`src/rtl/prince_masked_pkg.sv`:
```
// Shared types and constants for the masked PRINCE S-box layer controller.
// A shared 64-bit state is carried as SHARES packed words; nibble k of share s sits at [s][4k+:4].
package prince_masked_pkg;

    localparam int SHARES  = 3;
    localparam int NIBBLES = 16;

    typedef logic [SHARES-1:0][63:0] shared_state_t;
    typedef logic [SHARES-1:0][3:0]  shared_nib_t;

    typedef enum logic [1:0] {
        IDLE  = 2'd0,
        ISSUE = 2'd1,
        DRAIN = 2'd2,
        DONE  = 2'd3
    } layer_st_e;

endpackage

```
`src/rtl/prince_nib_lane.sv`:
```
// One share lane of the layer controller.
// Selects the nibble to issue and decodes the nibble slot written on retire.
module prince_nib_lane (
    input  logic [63:0] i_word,
    input  logic [3:0]  i_sel,
    output logic [3:0]  o_nib,
    input  logic        i_wr_en,
    input  logic [3:0]  i_wr_idx,
    output logic [15:0] o_wr_mask
);

    assign o_nib = i_word[{i_sel, 2'b00} +: 4];

    always_comb begin
        o_wr_mask = '0;
        if (i_wr_en) begin
            o_wr_mask[i_wr_idx] = 1'b1;
        end
    end

endmodule

```
`src/rtl/prince_sbox_layer_ctrl.sv`:
```
// Sequences one CMS-shared PRINCE S-box layer through a shared pipelined S-box core.
// Shares stay in separate lanes end to end; the controller only muxes, it never combines shares.
module prince_sbox_layer_ctrl
    import prince_masked_pkg::*;
#(
    parameter int SBOX_LAT = 2,
    parameter int RND_W    = 8
) (
    input  logic                 clk,
    input  logic                 rst_n,
    input  logic                 in_valid,
    output logic                 in_ready,
    input  logic [SHARES*64-1:0] in_state,
    input  logic                 in_inv,
    output logic                 out_valid,
    input  logic                 out_ready,
    output logic [SHARES*64-1:0] out_state,
    output logic                 rnd_req,
    input  logic                 rnd_valid,
    output logic                 sb_en,
    output logic                 sb_inv,
    output logic [SHARES*4-1:0]  sb_din,
    input  logic [SHARES*4-1:0]  sb_dout,
    output logic                 busy
);

    localparam int FILL_W = $clog2(SBOX_LAT + 1);
    localparam logic [FILL_W-1:0] FILL_FULL = FILL_W'(SBOX_LAT);

    // RND_W is consumed by the core straight from the PRNG; the controller only requests it.
    if (RND_W < 1) begin : g_rnd_w_unused
    end

    layer_st_e         r_st;
    layer_st_e         w_st_nxt;
    shared_state_t     r_in;
    shared_state_t     r_out;
    logic              r_inv;
    logic [3:0]        r_iss_cnt;
    logic [3:0]        r_ret_cnt;
    logic [FILL_W-1:0] r_fill;
    logic              w_accept;
    logic              w_sb_en;
    logic              w_retire;
    shared_nib_t       w_lane_nib;
    shared_nib_t       w_dout;
    logic [15:0]       w_wr_mask [SHARES];

    assign w_accept = (r_st == IDLE) && in_valid;
    assign w_dout   = sb_dout;
    // r_fill counts enabled cycles up to SBOX_LAT; once full, every enabled cycle retires a nibble.
    assign w_retire = w_sb_en && (r_fill == FILL_FULL);

    always_ff @(posedge clk or negedge rst_n) begin
        if (!rst_n) begin
            r_st <= IDLE;
        end else begin
            r_st <= w_st_nxt;
        end
    end

    always_comb begin
        w_st_nxt = r_st;
        unique case (r_st)
            IDLE:    if (in_valid)                            w_st_nxt = ISSUE;
            ISSUE:   if (w_sb_en && (r_iss_cnt == 4'd15))     w_st_nxt = DRAIN;
            DRAIN:   if (w_retire && (r_ret_cnt == 4'd15))    w_st_nxt = DONE;
            DONE:    if (out_ready)                           w_st_nxt = IDLE;
            default:                                          w_st_nxt = IDLE;
        endcase
    end

    always_comb begin
        in_ready  = 1'b0;
        out_valid = 1'b0;
        busy      = 1'b1;
        rnd_req   = 1'b0;
        w_sb_en   = 1'b0;
        unique case (r_st)
            IDLE: begin
                in_ready = 1'b1;
                busy     = 1'b0;
            end
            ISSUE: begin
                rnd_req = 1'b1;
                w_sb_en = rnd_valid;
            end
            DRAIN:   w_sb_en   = 1'b1;
            DONE:    out_valid = 1'b1;
            default: busy      = 1'b0;
        endcase
    end

    assign sb_en     = w_sb_en;
    assign sb_inv    = r_inv;
    assign sb_din    = (r_st == ISSUE) ? w_lane_nib : '0;
    assign out_state = r_out;

    always_ff @(posedge clk or negedge rst_n) begin
        if (!rst_n) begin
            r_in      <= '0;
            r_inv     <= 1'b0;
            r_iss_cnt <= '0;
            r_ret_cnt <= '0;
            r_fill    <= '0;
        end else if (w_accept) begin
            r_in      <= in_state;
            r_inv     <= in_inv;
            r_iss_cnt <= '0;
            r_ret_cnt <= '0;
            r_fill    <= '0;
        end else begin
            if (w_sb_en && (r_st == ISSUE) && (r_iss_cnt != 4'd15)) begin
                r_iss_cnt <= r_iss_cnt + 4'd1;
            end
            if (w_sb_en && (r_fill != FILL_FULL)) begin
                r_fill <= r_fill + FILL_W'(1);
            end
            if (w_retire && (r_ret_cnt != 4'd15)) begin
                r_ret_cnt <= r_ret_cnt + 4'd1;
            end
        end
    end

    for (genvar s = 0; s < SHARES; s++) begin : g_lane
        prince_nib_lane u_lane (
            .i_word    (r_in[s]),
            .i_sel     (r_iss_cnt),
            .o_nib     (w_lane_nib[s]),
            .i_wr_en   (w_retire),
            .i_wr_idx  (r_ret_cnt),
            .o_wr_mask (w_wr_mask[s])
        );
    end

    always_ff @(posedge clk or negedge rst_n) begin
        if (!rst_n) begin
            r_out <= '0;
        end else begin
            for (int s = 0; s < SHARES; s++) begin
                for (int k = 0; k < NIBBLES; k++) begin
                    if (w_wr_mask[s][k]) begin
                        r_out[s][4*k +: 4] <= w_dout[s];
                    end
                end
            end
        end
    end

endmodule
```
`config.mk`:
```
export PLATFORM = sky130hd
export DESIGN_NAME = prince_sbox_layer_ctrl
export DESIGN_NICKNAME = d
export VERILOG_FILES = /design/src/rtl/prince_masked_pkg.sv /design/src/rtl/prince_nib_lane.sv /design/src/rtl/prince_sbox_layer_ctrl.sv
export SDC_FILE = /design/constraint.sdc
export NUM_CORES = 1
export LEC_CHECK = 0
export BUFFER_PORTS_ARGS = -buffer_cell sky130_fd_sc_hd__buf_2
export CORE_ASPECT_RATIO = 1.4
export CORE_MARGIN = 1.5
export CORE_UTILIZATION = 25
export CTS_CLUSTER_DIAMETER = 80
export DETAILED_ROUTE_END_ITERATION = 6
export PLACE_DENSITY_LB_ADDON = 0.05
export SYNTH_ARGS = -nofsm -noshare
export SYNTH_HDL_FRONTEND = slang
export SYNTH_SLANG_ARGS = --single-unit
```
`constraint.sdc`:
```
create_clock -name clk -period 3.4 [get_ports clk]
set_clock_uncertainty 0.2 [all_clocks]
set_input_delay 0.51 -clock clk [delete_from_list [all_inputs] [get_ports clk]]
set_output_delay 0.51 -clock clk [all_outputs]
set_load 0.05 [all_outputs]
```
==> run_results.csv <==
group,metric,value,unit
outcome,status,"complete, no violations",
critical_path,cp.arrival,2540,ps
pwr,swShare,0.3696,
routing,vias,12910,
cts,clk_pin_slew,60,ps
grt,grt_overflow,0,
pwr,comb_power_share,0.327,
grt,grt_max_degree,77,
routing,drt-initial-drc-count,557,
cells_and_area,fin_cells,2973,
cells_and_area,nets,2300,
synth,synth_warnings,0,
cells_and_area,mostFrequentLayoutCells,"nand2_1 (597), buf_2 (418), dfrtp_1 (395)",
place,placedCellCount,2690,
pwr,powerDensity,762.5,nW/um^2
routing,detail_route.vias_per_cell,4.344,
critical_path,r2r_slack,830,ps
routing,dr.pass1.iters,5,
grt,grt_pass1_vias,13740,
cts,clkLatencyLatePin,570,ps
pwr,clkPwrFrac,0.281,
synth,synth_largest_area_cell,"dfrtp_1",
sta,fmax,308.1,MHz
sta,tns,0,ps
floorplanning,fp-row-count,112,
sta,slew_violations,0,
synth,yosys_register_bits,397,
critical_path,required,2690,ps
floorplanning,die_x,221.9,um
pwr,leakage,0.01246,uW
floorplanning,ios,420,
grt,grt_usage,0.1766,
synth,syn_avg_cell_area,11.43,sq um
floorplanning,start_util,0.2520,
cells_and_area,num-fill-cells,6771,
pwr,p_switching,6635,uW
cells_and_area,drive_above_1_share,0.3673,
critical_path,start_kind,"flip-flop",
critical_path,crit_path_end_kind,"primary output",
synth,synth.top_cells.by_area,"dfrtp_1 (59%), nand2_1 (13%), mux2_2 (11%), mux4_2 (4.6%), mux2_4 (2.7%)",
cts,cts_max_level,2,
sta,setup_viol,0,
routing,antenna_left,0,
synth,synth_nets,1688,
critical_path,path_class,"reg -> out",
pwr,ir_worst_vdd,383.7,uV
sta,fin_crit_sh,0.9546,
floorplanning,coreArea,66560,sq um
synth,netlist.area_leader.share,0.5921,
cts,cts_tree,"yes",
synth,synth_seq_area_share,0.5921,
cts,cts.path.max_buffers,3,
pwr,intPower,11320,uW
floorplanning,die_h,309.5,um
sta,hold_viol,0,
routing,wire_per_inst,20.54,um
cts,cts.sinks,397,
synth,synth_area,16780,sq um
critical_path,crit_fanout,12,
critical_path,cp_slowest_cell,"dfrtp_4",
sta,slew-limit-headroom,0.4976,
critical_path,cp_slowest_stage_delay,630,ps
synth,syn_inst,1468,
run,drv_cap,0,
grt,grt_pass1_wl,90220,um
routing,wirelength,61060,um
cts,cts_buffers,46,
sta,post-route-min-period,3246,ps
place,port_buffers,419,
sta,worstMarginPinSlew,753.6,ps
synth,ys.flop_type,"dfrtp_1",
critical_path,worstPathCellList,"clkbuf_16 -> mux4_2 -> o21ai_0 -> nand2_1 -> buf_2",
cts,clockRootBuffer,"clkbuf_16",
place,place_congestion,0.7582,
synth,synth_edf_count,0,
floorplanning,die_area,68690,sq um
cells_and_area,layout_commonest_cell,"nand2_1",
pwr,pwr-share-seq,0.392,
synth,yosysUniqueCellTypes,39,
place,dp_hpwl,43760,um
grt,antenna_found_initial,7,
cells_and_area,syn2layout_area_growth,40.33,%
routing,drc,0,
sta,rsz0062_at_grt,"no",
synth,synthArstFlopShare,1.000,
worst_hold_path,hold_class,"in -> reg",
state kept, by name, indices dropped and copies added (netlist names):
name,cells
out_state,192
r_fill,2
r_in,192
r_iss_cnt,4
r_ret_cnt,4
r_st,2
sb_inv,1
logic make-up (layout without fill, tap and decap cells):
logic type	count (synthesis)	in the layout	synth area share
AND/OR/NAND/NOR	648	648	0.1517
flip-flops	397	397	0.5921
multiplexers	257	257	0.1999
buffers and inverters	102	747	0.02655
AO/OA/AOI/OAI	51	51	0.02066
adder cells (fa/ha/maj)	10	10	0.007458
XOR/XNOR	3	3	0.001566
other	0	5	0
through the flow:
stage	hold WS, ps	instance area (sq um)	setup slack (ps)	total power [uW]	util
floorplan	14.41	16780	182.8	10850	-
global placement	254.2	20000	451.4	12780	0.3004
detailed placement	261.9	20000	443.5	12830	0.3004
CTS	2.359	23460	4.168	18260	0.3525
global route	15.87	23540	13.70	19090	0.3537
finish	30.94	23540	154.4	17950	0.3537
per-layer routing:
metal  track usage  wire, um  share of wire
met2        0.3190     31670           0.52
met4       0.06117      1968          0.032
met1        0.2078     24550           0.40
met3       0.03580      2861          0.047
met5             0        23        0.00038
path summary, 6_finish.rpt:
check,from,to,cells after the start
worst max-delay path,r_iss_cnt[1],sb_din[5],5
worst min-delay path,in_state[112],r_in[112],3
worst max register to register,r_st[0],out_state[124],7
worst min register to register,r_in[45],r_in[45],2
max in group asynchronous,rst_n,out_state[188],3
min in group asynchronous,rst_n,out_state[137],2
area by class of cell:
cell class	instances	area, sq um	share of cell area
inverters	9	37.54	0.001594
diodes	5	12.51	0.0005314
clock inverters	11	143.9	0.006112
multi-input cells	969	6434	0.2733
flip-flops and latches	397	9940	0.4222
well taps	855	1070	0.04544
repair buffers	657	4544	0.1930
clock buffers	70	1363	0.05787
synthesized netlist by cell type (8+ instances only):
master    count
ha_1         10
nor2_1       19
inv_1         8
o21ai_0      17
mux2_4       30
a221oi_1      9
nand2_1     598
a22oi_1      14
dfrtp_1     397
mux2_2      161
clkbuf_1     63
buf_2        20
mux2i_1      28
mux4_2       34
power groups by stage:
stage	Sequential [uW]	Combinational [uW]	Clock, uW
floorplan	7560	3290	0
global placement	7230	5550	0
detailed placement	7200	5620	0
CTS	7090	5910	5260
global route	7200	6470	5420
finish	7030	5870	5050
critical path: cells and delay by family, from the launching register on:
kind,cells,cell delay [ps]
buffers and inverters,2,500
muxes,1,500
and+or+nand+nor,1,120
DFF,1,630
AOI/OAI and AO/OA,1,210
what timing repair did:
item                                    4_1_cts  5_1_grt
pin swaps                                     0        1
endpoints found under the setup margin       12       10
setup buffers                                 1        3
resized for setup                             2        5
endpoints found under the hold margin       243        0
gates cloned                                  0        0
hold buffers                                193        0
Power figures use the tool's default switching activity.
